==> src/rtl/spectro_timing_gen_pkg.sv <==
// Shared encodings and default timing constants for the line-sensor timing generator.
// The ADC capture block imports the same constants so that its pixel framing agrees with this block.
package spectro_timing_gen_pkg;

  typedef enum logic [1:0] {
    S_IDLE    = 2'd0,
    S_INTEG   = 2'd1,
    S_READOUT = 2'd2
  } state_e;

  localparam int CLK_DIV_DEF       = 8;
  localparam int CNT_W_DEF         = 16;
  localparam int ST_MIN_DEF        = 6;
  localparam int TRIG_OFFSET_DEF   = 82;
  localparam int PIXELS_DEF        = 288;
  localparam int READOUT_TICKS_DEF = 375;

endpackage

==> src/rtl/spectro_timing_gen_sclk_divider.sv <==
// Free-running SCLK divider: registered 50% sclk, tick on the last div count (SCLK fall),
// rise strobe on the first high div count (SCLK rise).
module spectro_timing_gen_sclk_divider #(
  parameter int CLK_DIV = 8,
  parameter int DIV_W   = $clog2(CLK_DIV)
) (
  input  logic clk,
  input  logic resetn,
  output logic sclk,
  output logic tick,
  output logic rise
);

  localparam logic [DIV_W-1:0] LAST = DIV_W'(CLK_DIV - 1);
  localparam logic [DIV_W-1:0] HALF = DIV_W'(CLK_DIV / 2);

  logic [DIV_W-1:0] div;
  logic [DIV_W-1:0] div_n;

  assign tick = (div == LAST);
  assign rise = (div == HALF);

  always_comb begin
    div_n = tick ? '0 : div + DIV_W'(1);
  end

  // sclk is computed from the next count so that the register matches div in the same cycle
  always_ff @(posedge clk) begin
    if (!resetn) begin
      div  <= '0;
      sclk <= 1'b0;
    end else begin
      div  <= div_n;
      sclk <= (div_n >= HALF);
    end
  end

endmodule

==> src/rtl/spectro_timing_gen.sv <==
// C12880-class line-sensor timing generator: SST integration pulse, OTRIG, per-pixel ADC strobes,
// single-shot or back-to-back continuous frames. All frame state advances on SCLK falling edges.
module spectro_timing_gen
  import spectro_timing_gen_pkg::*;
#(
  parameter int CLK_DIV       = CLK_DIV_DEF,
  parameter int CNT_W         = CNT_W_DEF,
  parameter int ST_MIN        = ST_MIN_DEF,
  parameter int TRIG_OFFSET   = TRIG_OFFSET_DEF,
  parameter int PIXELS        = PIXELS_DEF,
  parameter int READOUT_TICKS = READOUT_TICKS_DEF
) (
  input  logic                      clk,
  input  logic                      resetn,
  input  logic                      start,
  input  logic                      continuous,
  input  logic [CNT_W-1:0]          integ_len,
  output logic                      sclk,
  output logic                      sst,
  output logic                      otrig,
  output logic                      pix_valid,
  output logic [$clog2(PIXELS)-1:0] pix_index,
  output logic                      busy,
  output logic                      frame_done,
  output logic [15:0]               frame_cnt,
  output state_e                    state_dbg
);

  localparam int PIX_W = $clog2(PIXELS);
  localparam logic [CNT_W-1:0] ST_MIN_C  = CNT_W'(ST_MIN);
  localparam logic [CNT_W-1:0] TRIG_C    = CNT_W'(TRIG_OFFSET);
  localparam logic [CNT_W-1:0] PIX_END_C = CNT_W'(TRIG_OFFSET + PIXELS);
  localparam logic [CNT_W-1:0] LAST_C    = CNT_W'(READOUT_TICKS - 1);

  logic tick, rise;

  spectro_timing_gen_sclk_divider #(.CLK_DIV(CLK_DIV)) u_sclk_divider (
    .clk    (clk),
    .resetn (resetn),
    .sclk   (sclk),
    .tick   (tick),
    .rise   (rise)
  );

  state_e           state, state_n;
  logic             pending, pending_n;
  logic [CNT_W-1:0] len, len_n;
  logic [CNT_W-1:0] icnt, icnt_n;
  logic [CNT_W-1:0] rcnt, rcnt_n;
  logic [15:0]      frame_cnt_n;
  logic [CNT_W-1:0] len_clamped;
  logic             in_window;
  logic             frame_end;

  assign len_clamped = (integ_len < ST_MIN_C) ? ST_MIN_C : integ_len;
  assign in_window   = (state == S_READOUT) && (rcnt >= TRIG_C) && (rcnt < PIX_END_C);
  assign frame_end   = (state == S_READOUT) && (rcnt == LAST_C) && tick;

  always_ff @(posedge clk) begin
    if (!resetn) begin
      state     <= S_IDLE;
      pending   <= 1'b0;
      len       <= '0;
      icnt      <= '0;
      rcnt      <= '0;
      frame_cnt <= '0;
    end else begin
      state     <= state_n;
      pending   <= pending_n;
      len       <= len_n;
      icnt      <= icnt_n;
      rcnt      <= rcnt_n;
      frame_cnt <= frame_cnt_n;
    end
  end

  // start is a 1-clk request honoured only in IDLE (held as pending until the next tick);
  // pix_valid is a 1-clk strobe without back-pressure and pix_index is meaningful only while it is 1.
  always_comb begin
    state_n     = state;
    pending_n   = pending;
    len_n       = len;
    icnt_n      = icnt;
    rcnt_n      = rcnt;
    frame_cnt_n = frame_cnt;
    if (state == S_IDLE && start) pending_n = 1'b1;
    if (tick) begin
      case (state)
        S_IDLE: begin
          if (pending) begin
            state_n   = S_INTEG;
            pending_n = 1'b0;
            len_n     = len_clamped;
            icnt_n    = '0;
          end
        end
        S_INTEG: begin
          if (icnt == len - CNT_W'(1)) begin
            state_n = S_READOUT;
            rcnt_n  = '0;
          end else begin
            icnt_n = icnt + CNT_W'(1);
          end
        end
        S_READOUT: begin
          if (rcnt == LAST_C) begin
            frame_cnt_n = frame_cnt + 16'd1;
            // continuous is only looked at here, so mid-frame changes wait for the frame end
            if (continuous) begin
              state_n = S_INTEG;
              len_n   = len_clamped;
              icnt_n  = '0;
            end else begin
              state_n = S_IDLE;
            end
          end else begin
            rcnt_n = rcnt + CNT_W'(1);
          end
        end
        default: state_n = S_IDLE;
      endcase
    end
  end

  assign sst        = (state == S_INTEG);
  assign busy       = (state != S_IDLE);
  assign otrig      = (state == S_READOUT) && (rcnt == TRIG_C);
  assign pix_valid  = in_window && rise;
  assign pix_index  = in_window ? PIX_W'(rcnt - TRIG_C) : '0;
  assign frame_done = frame_end;
  assign state_dbg  = state;

endmodule

==> config.mk <==
export PLATFORM = sky130hd
export DESIGN_NAME = spectro_timing_gen
export DESIGN_NICKNAME = d
export VERILOG_FILES = /design/src/rtl/spectro_timing_gen_pkg.sv /design/src/rtl/spectro_timing_gen_sclk_divider.sv /design/src/rtl/spectro_timing_gen.sv
export SDC_FILE = /design/constraint.sdc
export NUM_CORES = 1
export LEC_CHECK = 0
export CAP_MARGIN = 20
export CORE_ASPECT_RATIO = 0.6
export CORE_MARGIN = 5
export CORE_UTILIZATION = 55
export CTS_CLUSTER_DIAMETER = 60
export DETAILED_ROUTE_END_ITERATION = 8
export PLACE_DENSITY_LB_ADDON = 0.2
export SLEW_MARGIN = 20
export SYNTH_ARGS = -nofsm -noshare
export SYNTH_HDL_FRONTEND = slang
export SYNTH_SLANG_ARGS = --single-unit
export TNS_END_PERCENT = 30
==> constraint.sdc <==
create_clock -name clk -period 3.55 [get_ports clk]
set_input_delay 0.355 -clock clk [delete_from_list [all_inputs] [get_ports clk]]
set_output_delay 0.355 -clock clk [all_outputs]
set_load 0.02 [all_outputs]
==> results of run 1 <==
==> cells in the mapped netlist (3+ instances only) <==
| cell | instances | area share |
|---|---|---|
| and3_1 | 9 | 0.014 |
| xor2_1 | 20 | 0.044 |
| clkbuf_1 | 20 | 0.019 |
| a31oi_1 | 6 | 0.0094 |
| nor2b_1 | 19 | 0.030 |
| ha_1 | 10 | 0.031 |
| and2_1 | 14 | 0.022 |
| mux2i_1 | 18 | 0.045 |
| nand2_1 | 37 | 0.035 |
| nand2b_1 | 6 | 0.0094 |
| or4_1 | 5 | 0.0094 |
| nor4b_1 | 3 | 0.0066 |
| xnor2_1 | 35 | 0.077 |
| nor3b_1 | 5 | 0.0094 |
| nor2_1 | 44 | 0.041 |
| and4_1 | 4 | 0.0088 |
| a21o_1 | 3 | 0.0056 |
| nor3_1 | 19 | 0.024 |
| o31ai_1 | 5 | 0.0094 |
| or3_1 | 11 | 0.017 |
| nand3_1 | 18 | 0.023 |
| a21boi_0 | 7 | 0.013 |
| o21ai_0 | 10 | 0.013 |
| dfxtp_1 | 70 | 0.35 |
| inv_1 | 17 | 0.016 |
| nand4_1 | 16 | 0.025 |
| nor4_1 | 6 | 0.0094 |
| a21oi_1 | 11 | 0.014 |
==> through the flow <==
stage | power (mW) | area, sq um
3_5_place_dp | 0.895 | 4580
5_1_grt | 1.77 | 4860
6_report | 1.70 | 4860
4_1_cts | 1.72 | 4860
3_3_place_gp | 0.893 | 4580
2_1_floorplan | 0.850 | 3990
==> cells by family after synthesis <==
group / share of synthesized area
mux: 0.0452
xor+xnor: 0.121
buf+inv: 0.0392
flops: 0.351
fa+ha+maj: 0.0314
simple gates: 0.299
compound gates: 0.113
==> routing by layer <==
| layer | up-vias | track usage | wire (um) |
|---|---|---|---|
| met2 | 117 | 0.293 | 3940 |
| met4 | 0 | 0.0491 | 71 |
| met5 | - | 0 | 0 |
| met1 | 1658 | 0.333 | 4920 |
| met3 | 7 | 0.0542 | 700 |
| li1 | 1772 | - | - |
==> flip-flops by register name (all words and copies together) (netlist names) <==
signal	flops
frame_cnt	16
icnt	16
len	16
rcnt	16
state_dbg	2
u_sclk_divider.div	2
pending	1
u_sclk_divider.sclk	1
==> layout make-up <==
type                       instances  area, sq um
multi-input combinational        367         2430
fill                             613         2280
sequential                        70         1400
timing repair buffer              59          573
clock buffer                      13          260
tap                               91          114
inverter                          17         63.8
clock inverter                     3         18.8
==> power breakdown <==
group          leakage [nW]  internal, mW  switching, mW
clock network         0.140         0.509          0.314
logic                  1.24        0.0417         0.0403
registers             0.565         0.792        0.00458
==> path summary, 6_finish.rpt <==
kind | startpoint | end | slack [ps] | cells past startpoint
setup / recovery | len[0] | rcnt[15] | 390 | 10
hold / removal | u_sclk_divider.div[0] | u_sclk_divider.div[0] | 480 | 1
setup reg to reg | len[0] | rcnt[15] | 390 | 10
hold reg to reg | u_sclk_divider.div[0] | u_sclk_divider.div[0] | 480 | 1
==> placed cells by master (no fill, tap or decap), drive strengths merged, types with 18 or more instances in the layout <==
cell            n
dfxtp          70
clkdlybuf4s50  52
nor2           44
nand2          37
xnor2          35
xor2           20
nor3           19
nor2b          19
nand3          18
mux2i          18
==> flow_metrics.py, run 1 <==
metrics = {
    "cells_and_area": {
        "layout-drive-gt1-share": 0.0529,
        "area_growth_pct": 21.9,
        "antenna_cells": 0,
        "nNetsFinal": 554,
        "layout.cells.non_filler": 620,
        "final_util": 0.680,
    },
    "sta": {
        "tns_ps": 0,
        "timing_hold_violations_final": 0,
        "period_needed_ps": 3160,
        "rsz0062_at_grt": "no",
        "drv_slew": 0,
        "relSlewSlack": 0.545,
        "postLayoutSetupSlackWorst_ps": 395,
        "hold_ws_ps": 476,
        "finalClockSkew_ps": 9.31,
        "finalCritPeriodShare": 0.889,
        "setup_viol": 0,
        "tightest_slew_ps": 680,
        "max_clock_freq_mhz": 317,
    },
    "power_and_ir_drop": {
        "p_leak_nw": 1.94,
        "ir_worst_vdd_mv": 0.298,
        "p_per_area_nw_per_um2": 350,
    },
    "die": {
        "dieArea_sq_um": 9110,
        "start_util": 0.558,
        "num_rows": 24,
        "ioPinCount": 53,
        "coreArea_sq_um": 7150,
        "die_w_um": 120,
        "die_h_um": 76.0,
    },
    "drt": {
        "viasPerCell": 5.73,
        "post-route-drc-count": 0,
        "via_count": 3554,
        "first_iter_violations": 312,
        "wire_per_inst_um": 15.5,
        "ant_nets": 0,
        "drtPass1Iterations": 5,
        "drt_wl_total_um": 9630,
    },
    "logic_synthesis": {
        "synth_nets": 508,
        "synth_edf_count": 0,
        "ys_ff_latch": 70,
        "synth_ff_type": "dfxtp_1",
        "synthArstFlopShare": 0,
        "synth_cell_types": 51,
        "syn_avg_cell_area_sq_um": 8.35,
        "synth_warnings": 0,
        "netlist_instances": 478,
        "seq_area_frac_synth": 0.351,
        "synthesis.area_sq_um": 3990,
    },
    "critical_path": {
        "start_kind": "flop",
        "cp-end-kind": "flop",
        "path_cells": "inv_1, ha_1, nor2b_1, a21oi_1, nor4b_1, o2111ai_1, a2111oi_4, a21oi_2, or4_1, a21oi_1",
        "cp.arrival_ps": 3400,
        "slowest_delay_ps": 540,
        "cpMaxStageDelayCell": "or4_1",
        "cp_top_family": "simple AND/OR/NAND/NOR gates",
        "crit_buf_inv": 1,
        "worst-setup-path-type": "flop to flop",
        "path_common_cell": "a21oi_1",
        "worstPathRequired_ps": 3800,
        "critPathMaxFanout": 8,
    },
    "clock_network": {
        "hold_buffers": 0,
        "cts_root_buf": "clkbuf_16",
        "postCtsSetupBuffers": 0,
        "path_clk_slew_ps": 60,
        "cts_resized": 0,
        "cts_tree": "built",
        "worstSkewPairLatency_ps": 330,
        "cts_made_buffers": 9,
        "clock-sinks": 70,
        "cts_buffer_depth": 2,
        "htree_levels": 3,
    },
    "place": {
        "post-place-ws_ps": 517,
        "gp_congestion": 0.940,
        "portBuffers": 52,
        "post-place-cells": 604,
        "dp_hpwl_um": 7220,
    },
    "hold_path": {
        "hold_class": "flop to flop",
    },
    "global_route": {
        "grt_usage": 0.214,
        "grt_pass1_vias": 3227,
        "grt_pass1_wl_um": 16000,
        "grt_max_degree": 24,
        "antenna_found_initial": 0,
        "grt_overflow": 0,
    },
    "job": {
        "drv_cap": 0,
    },
    "outcome": {
        "status": "finished clean",
    },
}
Note: power is estimated with default switching activity, not from simulation.
==> run 2, diff against run 1 <==
- GPL_TIMING_DRIVEN: not set -> 1
==> results of run 2 <==
Same layout as run 1: the final DEF is identical, and so are final timing and power.
